[src/rtl/hms_counter_pkg.sv]
// Shared types and limits for the hours/minutes/seconds clock.
package hms_pkg;
  localparam int unsigned H_W = 5;
  localparam int unsigned M_W = 6;
  localparam int unsigned S_W = 6;

  localparam logic [H_W-1:0] H_MAX = 5'd23;
  localparam logic [M_W-1:0] M_MAX = 6'd59;
  localparam logic [S_W-1:0] S_MAX = 6'd59;

  typedef enum logic [1:0] {
    RUN   = 2'd0,
    SET_H = 2'd1,
    SET_M = 2'd2
  } mode_e;
endpackage

[src/rtl/hms_counter_key_debounce.sv]
// Two-flop synchronizer, level debouncer and single-cycle press pulse for an active-low key.
module key_debounce #(
  parameter int unsigned DEBOUNCE_CYCLES = 500_000
) (
  input  logic clk,
  input  logic rst,
  input  logic i_key_n,
  output logic o_press
);
  localparam int unsigned CW = $clog2(DEBOUNCE_CYCLES) + 1;
  localparam logic [CW-1:0] CNT_LAST = CW'(DEBOUNCE_CYCLES - 1);

  logic          r_sync1;
  logic          r_sync2;
  logic          r_level;
  logic [CW-1:0] r_cnt;
  logic          r_press;

  always_ff @(posedge clk) begin
    if (rst) begin
      r_sync1 <= 1'b1;
      r_sync2 <= 1'b1;
      r_level <= 1'b1;
      r_cnt   <= '0;
      r_press <= 1'b0;
    end else begin
      r_sync1 <= i_key_n;
      r_sync2 <= r_sync1;
      r_press <= 1'b0;
      // Any sample matching the accepted level restarts the stability count.
      if (r_sync2 == r_level) begin
        r_cnt <= '0;
      end else if (r_cnt == CNT_LAST) begin
        r_level <= r_sync2;
        r_cnt   <= '0;
        r_press <= ~r_sync2;
      end else begin
        r_cnt <= r_cnt + 1'b1;
      end
    end
  end

  assign o_press = r_press;
endmodule

[src/rtl/hms_counter.sv]
// 24-hour HH:MM:SS clock with prescaler, debounced mode/increment keys and set modes.
module hms_counter
  import hms_pkg::*;
#(
  parameter int unsigned CLK_HZ          = 50_000_000,
  parameter int unsigned DEBOUNCE_CYCLES = 500_000
) (
  input  logic           clk,
  input  logic           rst,
  input  logic           key_mode_n,
  input  logic           key_inc_n,
  output logic [H_W-1:0] h,
  output logic [M_W-1:0] m,
  output logic [S_W-1:0] s,
  output logic [1:0]     mode,
  output logic           tick
);
  localparam int unsigned PW = (CLK_HZ > 2) ? $clog2(CLK_HZ) : 1;
  localparam logic [PW-1:0] PRESC_LAST = PW'(CLK_HZ - 1);

  logic w_mode_press;
  logic w_inc_press;

  key_debounce #(.DEBOUNCE_CYCLES(DEBOUNCE_CYCLES)) u_key_mode (
    .clk     (clk),
    .rst     (rst),
    .i_key_n (key_mode_n),
    .o_press (w_mode_press)
  );

  key_debounce #(.DEBOUNCE_CYCLES(DEBOUNCE_CYCLES)) u_key_inc (
    .clk     (clk),
    .rst     (rst),
    .i_key_n (key_inc_n),
    .o_press (w_inc_press)
  );

  mode_e          r_mode, w_mode_nxt;
  logic [H_W-1:0] r_h, w_h_nxt;
  logic [M_W-1:0] r_m, w_m_nxt;
  logic [S_W-1:0] r_s, w_s_nxt;
  logic [PW-1:0]  r_presc, w_presc_nxt;
  logic           r_tick, w_tick_nxt;

  always_ff @(posedge clk) begin
    if (rst) begin
      r_mode  <= RUN;
      r_h     <= '0;
      r_m     <= '0;
      r_s     <= '0;
      r_presc <= '0;
      r_tick  <= 1'b0;
    end else begin
      r_mode  <= w_mode_nxt;
      r_h     <= w_h_nxt;
      r_m     <= w_m_nxt;
      r_s     <= w_s_nxt;
      r_presc <= w_presc_nxt;
      r_tick  <= w_tick_nxt;
    end
  end

  always_comb begin
    w_mode_nxt  = r_mode;
    w_h_nxt     = r_h;
    w_m_nxt     = r_m;
    w_s_nxt     = r_s;
    w_presc_nxt = r_presc;
    w_tick_nxt  = 1'b0;
    case (r_mode)
      RUN: begin
        // Leaving RUN takes priority over a coinciding second boundary.
        if (w_mode_press) begin
          w_mode_nxt  = SET_H;
          w_s_nxt     = '0;
          w_presc_nxt = '0;
        end else if (r_presc == PRESC_LAST) begin
          w_presc_nxt = '0;
          w_tick_nxt  = 1'b1;
          if (r_s == S_MAX) begin
            w_s_nxt = '0;
            if (r_m == M_MAX) begin
              w_m_nxt = '0;
              w_h_nxt = (r_h == H_MAX) ? '0 : r_h + 1'b1;
            end else begin
              w_m_nxt = r_m + 1'b1;
            end
          end else begin
            w_s_nxt = r_s + 1'b1;
          end
        end else begin
          w_presc_nxt = r_presc + 1'b1;
        end
      end
      SET_H: begin
        w_presc_nxt = '0;
        w_s_nxt     = '0;
        if (w_mode_press) begin
          w_mode_nxt = SET_M;
        end else if (w_inc_press) begin
          w_h_nxt = (r_h >= H_MAX) ? '0 : r_h + 1'b1;
        end
      end
      SET_M: begin
        w_presc_nxt = '0;
        w_s_nxt     = '0;
        if (w_mode_press) begin
          w_mode_nxt = RUN;
        end else if (w_inc_press) begin
          w_m_nxt = (r_m >= M_MAX) ? '0 : r_m + 1'b1;
        end
      end
      default: begin
        w_mode_nxt  = RUN;
        w_presc_nxt = '0;
      end
    endcase
  end

  assign h    = r_h;
  assign m    = r_m;
  assign s    = r_s;
  assign mode = r_mode;
  assign tick = r_tick;
endmodule
[config.mk]
export PLATFORM = sky130hd
export DESIGN_NAME = hms_counter
export DESIGN_NICKNAME = d
export VERILOG_FILES = /design/src/rtl/hms_counter_pkg.sv /design/src/rtl/hms_counter_key_debounce.sv /design/src/rtl/hms_counter.sv
export SDC_FILE = /design/constraint.sdc
export NUM_CORES = 1
export LEC_CHECK = 0
export CORE_AREA = 4 4 118 75
export DETAILED_ROUTE_END_ITERATION = 6
export DIE_AREA = 0 0 122 79
export PLACE_DENSITY = 0.78
export SLEW_MARGIN = 15
export SYNTH_ARGS = -nofsm -noshare
export SYNTH_HDL_FRONTEND = slang
export SYNTH_SLANG_ARGS = --single-unit
[constraint.sdc]
create_clock -name clk -period 4.8 [get_ports clk]
set_input_delay 0.48 -clock clk [delete_from_list [all_inputs] [get_ports clk]]
set_output_delay 0.48 -clock clk [all_outputs]
set_load 0.005 [all_outputs]
==> flow_summary.json <==
{
  "status": "finished, final reports clean",
  "synth_most_common_cell": "dfxtp_1",
  "sw_frac_of_total": 0.229,
  "reg2reg_slack_ns": 2.54,
  "combPwrFrac": 0.041,
  "vias_per_cell": 5.80,
  "syn-cell-area_um2": 4520,
  "power_frac_seq": 0.522,
  "slew_headroom": 0.468,
  "drv_slew": 0,
  "fin_skew_ns": 0.00560,
  "clock_latency_ns": 0.35,
  "io_pins": 24,
  "grt_pass1_vias": 3603,
  "rsz0062_at_grt": "no",
  "top_layer": "met4",
  "p_sw_mw": 0.349,
  "met1_length_um": 4700,
  "wl_um": 9700,
  "wl_met3_um": 553,
  "synth_cell_types": 62,
  "crit_fanout": 24,
  "leakagePower_nw": 1.69,
  "crit_arrival_ns": 2.65,
  "ys_seq_area_frac": 0.416,
  "cp.required_ns": 5.00,
  "cts_tree": "built",
  "die_y_um": 79,
  "layout.nets": 553,
  "synth_area_leaders": "dfxtp_1 42%, nor2_1 7.3%, xor2_1 6.2%, xnor2_1 5.4%, nand4_1 3.6%",
  "async_flop_share": 0,
  "synth_top_area_frac": 0.416,
  "post_cts_buffers": 0,
  "cts_inserted_buffers": 9,
  "fmax_mhz": 408,
  "layout_min_cycle_time_ns": 2.45,
  "diodes": 0,
  "vias": 3773,
  "clock_path_buffers": 2,
  "grt_remaining_overflow": 0,
  "gp_congestion": 0.893,
  "antenna_found_initial": 0,
  "report.final.hold_viol_count": 0,
  "drv_cap": 0,
  "start_util": 0.585,
  "core_area_um2": 7730,
  "dieArea_um2": 9640,
  "synth-edff-count": 0,
  "drc_errors": 0,
  "synthCells": 518,
  "synth_top_area_cell": "dfxtp_1",
  "syn-num-nets": 533,
  "grt_first_pass_wirelength_um": 16900,
  "die_x_um": 122,
  "cts_root_buf": "clkbuf_16",
  "io_buffers": 23,
  "h-tree-depth": 3,
  "hpwlAfterDp_um": 6760,
  "powerDensity_nw_per_um2": 300,
  "ys.flop_type": "dfxtp_1",
  "rr_startpoint": "r_presc[0]",
  "fin_crit_sh": 0.511,
  "clkTransAtPathRegs_ns": 0.06,
  "hold_start": "u_key_inc.r_sync1",
  "postRouteAntennaNets": 0,
  "vdd.ir_drop.worst_uv": 202,
  "wl_per_cell_um": 14.9,
  "hold_ws_ns": 0.413,
  "hold_path_depth": 1,
  "syn2layout_area_growth_pct": 12.5,
  "cp-end-kind": "register",
  "cts_resized": 0,
  "ys_warn_count": 0,
  "dr.pass1.iters": 5,
  "worst_slew_pin_slew_ns": 0.795,
  "seq_area_um2": 1880,
  "row_count": 25,
  "multiInputGateArea_um2": 2490,
  "finalSetupTns_ns": 0,
  "drt_iter0_markers": 345,
  "p_int_mw": 1.18,
  "drive_gt1_frac": 0.0700,
  "wl_met2_um": 4360,
  "grt_max_degree": 25,
  "hold_path_end": "u_key_inc.r_sync2",
  "synth_area_per_cell_um2": 8.73,
  "grt_usage": 0.216,
  "ys_ff_latch": 94,
  "criticalPathCategory": "input pin to register",
  "synth_common_cells": "94 x dfxtp_1, 88 x nor2_1, 41 x nand2_1",
  "r2r_end": "r_presc[25]",
  "reg2regPathDepth": 5,
  "power_frac_clock": 0.437,
  "ctsHoldBuffers": 0,
  "n_fill_cell": 645,
  "worstHoldPathType": "register to register",
  "cts.sinks": 94,
  "setup_viol": 0,
  "start_kind": "input pin"
}
-- state kept, by name, indices dropped and copies added, names as in the netlist, 2 cells and up --
register and cells:
mode 2, u_key_inc.r_cnt 20, h 5, m 6, u_key_mode.r_cnt 20, r_presc 26
s 6
-- per-stage QoR --
stage | total power [mW] | area [µm²] | cells | setup WS [ns] | utilization
2_1_floorplan | 0.856 | 4520 | 518 | 2.84 | -
3_3_place_gp | 0.873 | 4810 | 635 | 2.07 | 0.623
3_5_place_dp | 0.876 | 4810 | 635 | 1.96 | 0.623
4_1_cts | 1.54 | 5090 | 651 | 2.32 | 0.658
5_1_grt | 1.58 | 5090 | 651 | 2.13 | 0.658
6_report | 1.53 | 5090 | 651 | 2.35 | 0.658
-- cell usage in the layout, fill, tap and decap left out, types with 3 or more instances in the layout --
cell / count
a21oi_1: 16
a31oi_1: 3
and3_1: 13
and4_1: 7
clkbuf_16: 9
clkdlybuf4s50_1: 23
dfxtp_1: 94
ha_1: 11
inv_1: 15
nand2_1: 41
nand3_1: 28
nand3b_1: 3
nand4_1: 26
nor2_1: 88
nor3_1: 17
nor4_1: 6
nor4b_1: 7
o21ai_0: 6
o21ai_1: 3
o22ai_1: 3
o31ai_1: 3
or2_2: 5
or3_1: 4
xnor2_1: 28
xor2_1: 32
-- kinds of logic (layout without fill, tap and decap cells) --
family	count (synthesis)	after routing	synth area share
AO/OA/AOI/OAI	51	51	0.0797
XOR/XNOR	60	60	0.116
adder cells (fa/ha/maj)	11	11	0.0304
buffers and inverters	31	56	0.0324
flip-flops	94	94	0.416
multiplexers	3	3	0.00692
AND/OR/NAND/NOR	268	268	0.318
-- critical path, stage by stage --
cell and delay (ns):
clkdlybuf4s50_1 0.45, buf_4 0.27, clkinv_1 0.50, nand2_1 0.80, nor2_1 0.12
-- power by group through the flow --
stage | Combinational (mW) | Clock (mW) | Sequential [mW]
5_1_grt | 0.0697 | 0.714 | 0.797
6_report | 0.0629 | 0.667 | 0.796
3_5_place_dp | 0.0621 | 0 | 0.814
2_1_floorplan | 0.0446 | 0 | 0.812
3_3_place_gp | 0.0592 | 0 | 0.814
4_1_cts | 0.0625 | 0.678 | 0.796
-- cell type report --
cell class,instances,area share
clock inverter,4,0.00615
inverter,16,0.0118
multi-input combinational,393,0.490
tap,108,0.0266
timing repair buffer,24,0.0467
sequential,94,0.370
clock buffer,12,0.0485
-- worst max path at each step --
stage               start          end
6_report              rst  r_presc[25]
5_1_grt               rst  r_presc[16]
4_1_cts               rst  r_presc[25]
3_5_place_dp          rst   r_presc[7]
3_3_place_gp          rst   r_presc[8]
2_1_floorplan  r_presc[0]  r_presc[20]
-- metal layers --
metal  vias up  global-route usage
met5         -                   0
met4         0              0.0626
met3        12              0.0626
met2       103               0.341
met1      1787               0.290
li1       1871                   -
(Power assumes the default switching activity.)
